File: config.mk
export PLATFORM = sky130hd
export DESIGN_NAME = serial_subtractor_ctrl
export DESIGN_NICKNAME = d
export VERILOG_FILES = /design/src/rtl/serial_subtractor_ctrl.sv
export SDC_FILE = /design/constraint.sdc
export NUM_CORES = 1
export LEC_CHECK = 0
export ABC_AREA = 1
export CAP_MARGIN = 40
export CORE_ASPECT_RATIO = 0.5
export CORE_UTILIZATION = 47
export CTS_CLUSTER_DIAMETER = 120
export CTS_CLUSTER_SIZE = 12
export DETAILED_ROUTE_END_ITERATION = 6
export MAX_ROUTING_LAYER = met4
export PLACE_DENSITY = 0.74
export SLEW_MARGIN = 5
export SYNTH_ARGS = -nofsm -noshare
export SYNTH_HDL_FRONTEND = slang
export SYNTH_SLANG_ARGS = --single-unit
File: constraint.sdc
create_clock -name clk -period 1.29 [get_ports clk]
set_clock_uncertainty 0.2 [all_clocks]
set_input_delay 0.258 -clock clk [delete_from_list [all_inputs] [get_ports clk]]
set_output_delay 0.258 -clock clk [all_outputs]
set_load 0.02 [all_outputs]
File: src/rtl/serial_subtractor_ctrl.sv
// Bit-serial unsigned subtractor: one 1-bit subtract cell sequenced over WIDTH bits,
// LSB first, with a start/done handshake and held diff/borrow_out outputs.

module serial_subtractor_hs (
   input  logic x,
   input  logic y,
   output logic d,
   output logic bo
);
   assign d  = x ^ y;
   assign bo = ~x & y;
endmodule

module serial_subtractor_cell (
   input  logic a,
   input  logic b,
   input  logic bi,
   output logic d,
   output logic bo
);
   logic d1, b1, b2;

   serial_subtractor_hs u_hs0 (.x(a),  .y(b),  .d(d1), .bo(b1));
   serial_subtractor_hs u_hs1 (.x(d1), .y(bi), .d(d),  .bo(b2));

   assign bo = b1 | b2;
endmodule

module serial_subtractor_ctrl #(
   parameter int WIDTH = 8
) (
   input  logic             clk,
   input  logic             rst,
   input  logic             start,
   input  logic [WIDTH-1:0] a,
   input  logic [WIDTH-1:0] b,
   output logic             busy,
   output logic             done,
   output logic [WIDTH-1:0] diff,
   output logic             borrow_out
);
   localparam int CW = (WIDTH > 2) ? $clog2(WIDTH) : 1;
   localparam logic [CW-1:0] CNT_LAST = CW'(WIDTH - 1);

   typedef enum logic [1:0] {S_IDLE, S_RUN, S_DONE} state_t;

   state_t           state;
   logic [WIDTH-1:0] sa, sb, res;
   logic [CW-1:0]    cnt;
   logic             br;
   logic             d_bit, br_nxt;

   serial_subtractor_cell u_cell (
      .a (sa[0]),
      .b (sb[0]),
      .bi(br),
      .d (d_bit),
      .bo(br_nxt)
   );

   always_ff @(posedge clk) begin
      if (rst) begin
         state      <= S_IDLE;
         sa         <= '0;
         sb         <= '0;
         res        <= '0;
         cnt        <= '0;
         br         <= 1'b0;
         busy       <= 1'b0;
         done       <= 1'b0;
         diff       <= '0;
         borrow_out <= 1'b0;
      end else begin
         done <= 1'b0;
         case (state)
            S_IDLE: begin
               if (start) begin
                  sa    <= a;
                  sb    <= b;
                  br    <= 1'b0;
                  cnt   <= '0;
                  busy  <= 1'b1;
                  state <= S_RUN;
               end
            end
            S_RUN: begin
               // result fills from the MSB end so it is aligned after WIDTH shifts
               res <= {d_bit, res[WIDTH-1:1]};
               sa  <= sa >> 1;
               sb  <= sb >> 1;
               br  <= br_nxt;
               cnt <= cnt + CW'(1);
               if (cnt == CNT_LAST) begin
                  busy  <= 1'b0;
                  state <= S_DONE;
               end
            end
            S_DONE: begin
               done       <= 1'b1;
               diff       <= res;
               borrow_out <= br;
               state      <= S_IDLE;
            end
            default: state <= S_IDLE;
         endcase
      end
   end
endmodule
# After elaboration in Yosys (flattened, before gate mapping)
# Index checks and enable logic that the tools add are counted.
word_totals:
  regBits: 41
  output_inout_bits: 11
op_classes:
  add_sub_neg: 1
  n_eq_ne: 5
  muxes: 15
  n_bitwise: 7
  reduce_logical: 5
ops:
  columns: ["operator", "n"]
  rows:
  - ["$pmux W8 S2", 2]
  - ["$mux W8", 2]
  - ["$pmux W3 S2", 1]
  - ["$mux W1", 4]
  - ["$mux W2", 2]
  - ["$ne A2 B2 Y1 const B", 2]
  - ["$pmux W1 S2", 2]
  - ["$pmux W2 S2", 1]
  - ["$reduce_and A2 Y1", 2]
  - ["$add A3 B1 Y3 const B", 1]
  - ["$eq A3 B3 Y1 const B", 1]
  - ["$mux W3", 1]
  - ["$reduce_and A3 Y1", 1]
  - ["$and A1 B1 Y1", 2]
  - ["$eq A2 B1 Y1 const B", 1]
  - ["$eq A2 B2 Y1 const B", 1]
  - ["$logic_not A2 Y1", 1]
  - ["$not A1 Y1", 2]
  - ["$reduce_bool A2 Y1", 1]
  - ["$xor A1 B1 Y1", 2]
  - ["$or A1 B1 Y1", 1]

# Depth between registers and ports, before layout
depth:
  ltp_word: 5
  mapped_depth: 7
  depth_no_buf: 6

# Modules after synthesis
# A second synthesis with hierarchy kept.
hier_totals:
  cells_unflattened: 248
  hier_area_um2: 1799.2
modules_own_cells:
  columns: ["module", "instances", "cells_each", "area_each_um2", "seq_area_each_um2"]
  rows:
  - ["serial_subtractor_ctrl", 1, 239, 1747.9, 820.8]
  - ["serial_subtractor_hs", 2, 3, 20.0, 0.0]
  - ["serial_subtractor_cell", 1, 3, 11.3, 0.0]

# Worst setup path before layout
# OpenSTA, ideal clock, no wires.
synth_timing:
  path_kind: "reg-to-reg"
  start: "reg state[1]"
  end: "reg res[6]"
  setup_time_ns: 0.116
  t_arrival_ns: 0.936
  required_time_ns: 0.974
  slack_ns: 0.038
  path_stages_with_launch: 7
  path_buffers: 2
  synth_period_minus_slack_ns: 1.252
  cell_sequence: "dfxtp_1 > inv_4 > nand2_4 > buf_6 > buf_6 > o21ai_0 > nor2_1"
synth_between:
  elab_chain_cells: 1
synth_lines:
  columns: ["element", "line_no", "rtl"]
  rows:
  - ["start: declaration", "47", "state_t state;"]
  - ["start signal: assignment", "63", "state <= S_IDLE;"]
  - ["start signal: assignment", "83", "state <= S_RUN;"]
  - ["start signal: assignment", "95", "state <= S_DONE;"]
  - ["$eq A2 B1 Y1", "75", "case (state)"]
  - ["end signal: assignment", "88", "res <= {d_bit, res[WIDTH-1:1]};"]
  - ["end: declaration", "48", "logic [WIDTH-1:0] sa, sb, res;"]
# Every way passes these cells.
# A chain may end at the register's enable or synchronous reset.

# Worst setup path in the final report
layout_timing:
  start: "reg sa[0]"
  end: "reg res[7]"
layout_between:
  elab_chain_cells: 2
layout_lines:
  columns: ["element", "line_no", "rtl"]
  rows:
  - ["start: declaration", "48", null]
  - ["start signal: assignment", "89", "sa <= sa >> 1;"]
  - ["$xor A1 B1 Y1 (2 in series)", "10", "assign d = x ^ y;"]
# Every way passes these cells.

==> results.ini <==
[drt]
drt-pass1-iter-count=4
drt.antenna.violating_nets=0
wl_um=4650
vias_per_cell=5.02
drt_iter0_drc=68
route.detailed.wl_per_inst_um=13.2
drc=0
dr_total_vias=1766

[logic_synthesis]
synth_top_flop_cell=sky130_fd_sc_hd__dfxtp_1
ys_seq_elements=41
synth_seq_area_share=0.431
ys_top_cells_by_count=sky130_fd_sc_hd__nor2_1 (47), sky130_fd_sc_hd__dfxtp_1 (41), sky130_fd_sc_hd__inv_1 (33), sky130_fd_sc_hd__nand2_1 (33), sky130_fd_sc_hd__nand3_1 (31)
top_count_cell_post_synth=sky130_fd_sc_hd__nor2_1
synth.avg_cell_area_um2=7.35
synth.cell_area_mm2=0.00190
postSynth.asyncResetShare=0
synth-warning-count=0
synth.area.top_cells=sky130_fd_sc_hd__dfxtp_1 (43%), sky130_fd_sc_hd__nor2_1 (9.3%), sky130_fd_sc_hd__nand3_1 (8.2%)
synth_nets=281
synth_enable_flop_cells=0
synth_largest_type_area_fraction=0.431
synthesis.instances=259
library_cell_occupying_the_most_area_in_the_post_synthesis_netlist=sky130_fd_sc_hd__dfxtp_1
synth_cell_types=21

[global_routing]
grt_start_max_net_pins=30
first_global_vias=1543
globalRouteOverflowTotal=0
track_usage=0.223
grt_pass1_wl_um=7000
grt_antenna_before_repair=0

[setup_path]
worstPathMaxFanout=2
setup.reg_to_reg.worst_slack_ps=-80
criticalPathCategory=register to register
worst_setup_path_end_kind=register
start_kind=register
worst_ep_arrival_time_ps=1350
required_time_of_the_worst_setup_path_ps=1270

[floorplan]
dieArea_mm2=0.00432
floorplan.rows=15
start_util=0.523
io_pins=30
floorplan.core_area_mm2=0.00364
die_width_um=92.0
die-height_um=47.0

[flow_run]
drv.max_cap_violation_count=0

[placement]
postPlaceCellArea_mm2=0.00228
dp_hpwl_um=2500
dpl_worst_slack_ps=-387
gp_congestion=0.757
dpl.cell_count=338
placement.io_buffers=29

[clock_tree]
tritoncts_clock_tree=yes
cts_max_path_buffers=2
number_of_buffers_created_by_cts=5
clock_slew_seen_by_the_registers_of_the_worst_setup_and_hold_paths_ps=80
maximum_level_of_the_cts_h_tree=2
worst_skew_pair.late_latency_ps=300
root_buffer=sky130_fd_sc_hd__clkbuf_8
clkSinkCount=41

[run_status]
failing_checks=negative setup slack
outcome=finished with violations

[timing]
unrepaired_setup_endpoints_after_global_routing=yes
timing.max_slew.rel_slack=0.805
max_freq_mhz=729
setup-violations-final=11
fin_ws_ps=-82.3
final-hold-violation-count=0
slew_viol_final=0
tightest_slew_ps=293
period_share=1.06
layout_min_cycle_time_ps=1370

[cells_and_area]
areaGrowthSynthToFinish_pct=37.9
fin_cells=352
finish.net_count=322
fillCellCount=280
final_area_mm2=0.00263
sequential_cell_area_um2=827
end_of_flow_core_utilization=0.721
n_antenna_cell=0
multi_input_area_um2=958
post_route_cells_drive_above_1_share=0.279

[power]
power_per_cell_area_mw_per_mm2=1200
p_leak_nw=1.20
peakVddDrop_mv=0.722

[worst_hold_path]
hp-class=register to register

==> power by group <==
group	switching, mW	internal, mW
clock network	0.469	0.769
logic	0.281	0.240
registers	0.0424	1.35
total	0.792	2.36
==> area by class of cell <==
cell class | count | area share
Multi-Input combinational cell | 169 | 0.365
Clock buffer | 5 | 0.0262
Tap cell | 51 | 0.0243
Sequential cell | 41 | 0.315
Timing Repair Buffer | 47 | 0.189
Inverter | 36 | 0.0553
Clock inverter | 3 | 0.0248
==> state kept, by name (all words and copies together), names as in the netlist <==
| name | count |
|---|---|
| sa | 8 |
| br | 1 |
| done | 1 |
| cnt | 3 |
| diff | 8 |
| sb | 8 |
| state | 2 |
| res | 8 |
| borrow_out | 1 |
| busy | 1 |
==> metrics by stage <==
stage,hold slack [ps],total power [mW],setup TNS [ps]
2_1_floorplan,199,1.71,0
3_5_place_dp,247,1.83,-11350
4_1_cts,230,3.09,-65.0
5_1_grt,254,3.28,-1850
6_report,245,3.15,-408
3_3_place_gp,239,1.83,-10500
==> worst max-delay path, stage by stage (launching register included) <==
cell	delay, ps
sky130_fd_sc_hd__dfxtp_2	350
sky130_fd_sc_hd__inv_2	50
sky130_fd_sc_hd__fa_1	590
sky130_fd_sc_hd__a21oi_2	60
==> cell usage in the layout (no fill, tap or decap), types with 4 or more instances in the layout <==
master                            netlist  layout
sky130_fd_sc_hd__nor2_1                47      45
sky130_fd_sc_hd__dfxtp_1               41      36
sky130_fd_sc_hd__nand2_1               33      33
sky130_fd_sc_hd__inv_1                 33      30
sky130_fd_sc_hd__nand3_1               31      25
sky130_fd_sc_hd__clkdlybuf4s50_1        0      17
sky130_fd_sc_hd__buf_4                  3      13
sky130_fd_sc_hd__o21ai_1                0      10
sky130_fd_sc_hd__nand3_2                3       9
sky130_fd_sc_hd__nor3_1                15       9
sky130_fd_sc_hd__a21oi_2                4       6
sky130_fd_sc_hd__nor3_2                 0       6
sky130_fd_sc_hd__o21ai_0               20       5
sky130_fd_sc_hd__o21ai_2                0       5
sky130_fd_sc_hd__clkbuf_8               0       5
sky130_fd_sc_hd__dfxtp_2                0       5
sky130_fd_sc_hd__buf_2                  6       5
sky130_fd_sc_hd__buf_12                 0       5
sky130_fd_sc_hd__inv_4                  1       4
==> routing by layer <==
layer / vias to the layer above / part of all wire / track usage
li1: 906 / - / -
met1: 811 / 0.47 / 0.282
met2: 42 / 0.47 / 0.358
met3: 7 / 0.047 / 0.0469
met4: 0 / 0.012 / 0.0906
met5: - / 0 / -
==> final timing paths <==
path              startpoint  endpoint  depth (start not counted)
setup reg to reg       sa[0]    res[7]                          3
setup / recovery       sa[0]    res[7]                          3
hold / removal        cnt[0]    cnt[0]                          1
hold reg to reg       cnt[0]    cnt[0]                          1
==> cells by family (layout without fill, tap and decap cells) <==
| family | count (synthesis) | after routing | synth area share |
|---|---|---|---|
| simple gates | 135 | 137 | 0.325 |
| compound gates | 29 | 29 | 0.0842 |
| fa+ha+maj | 3 | 3 | 0.0237 |
| flops | 41 | 41 | 0.431 |
| buf+inv | 51 | 91 | 0.135 |
==> repair_timing <==
action                                  4_1_cts  5_1_grt
setup buffers                                 1        2
hold endpoints to repair                      0        0
gates resized for setup                      52       58
endpoints found under the setup margin       47       40
cloned                                        2        1
pin swaps                                     3       19
hold buffers                                  0        0
Note: power is estimated with default switching activity, not from simulation.
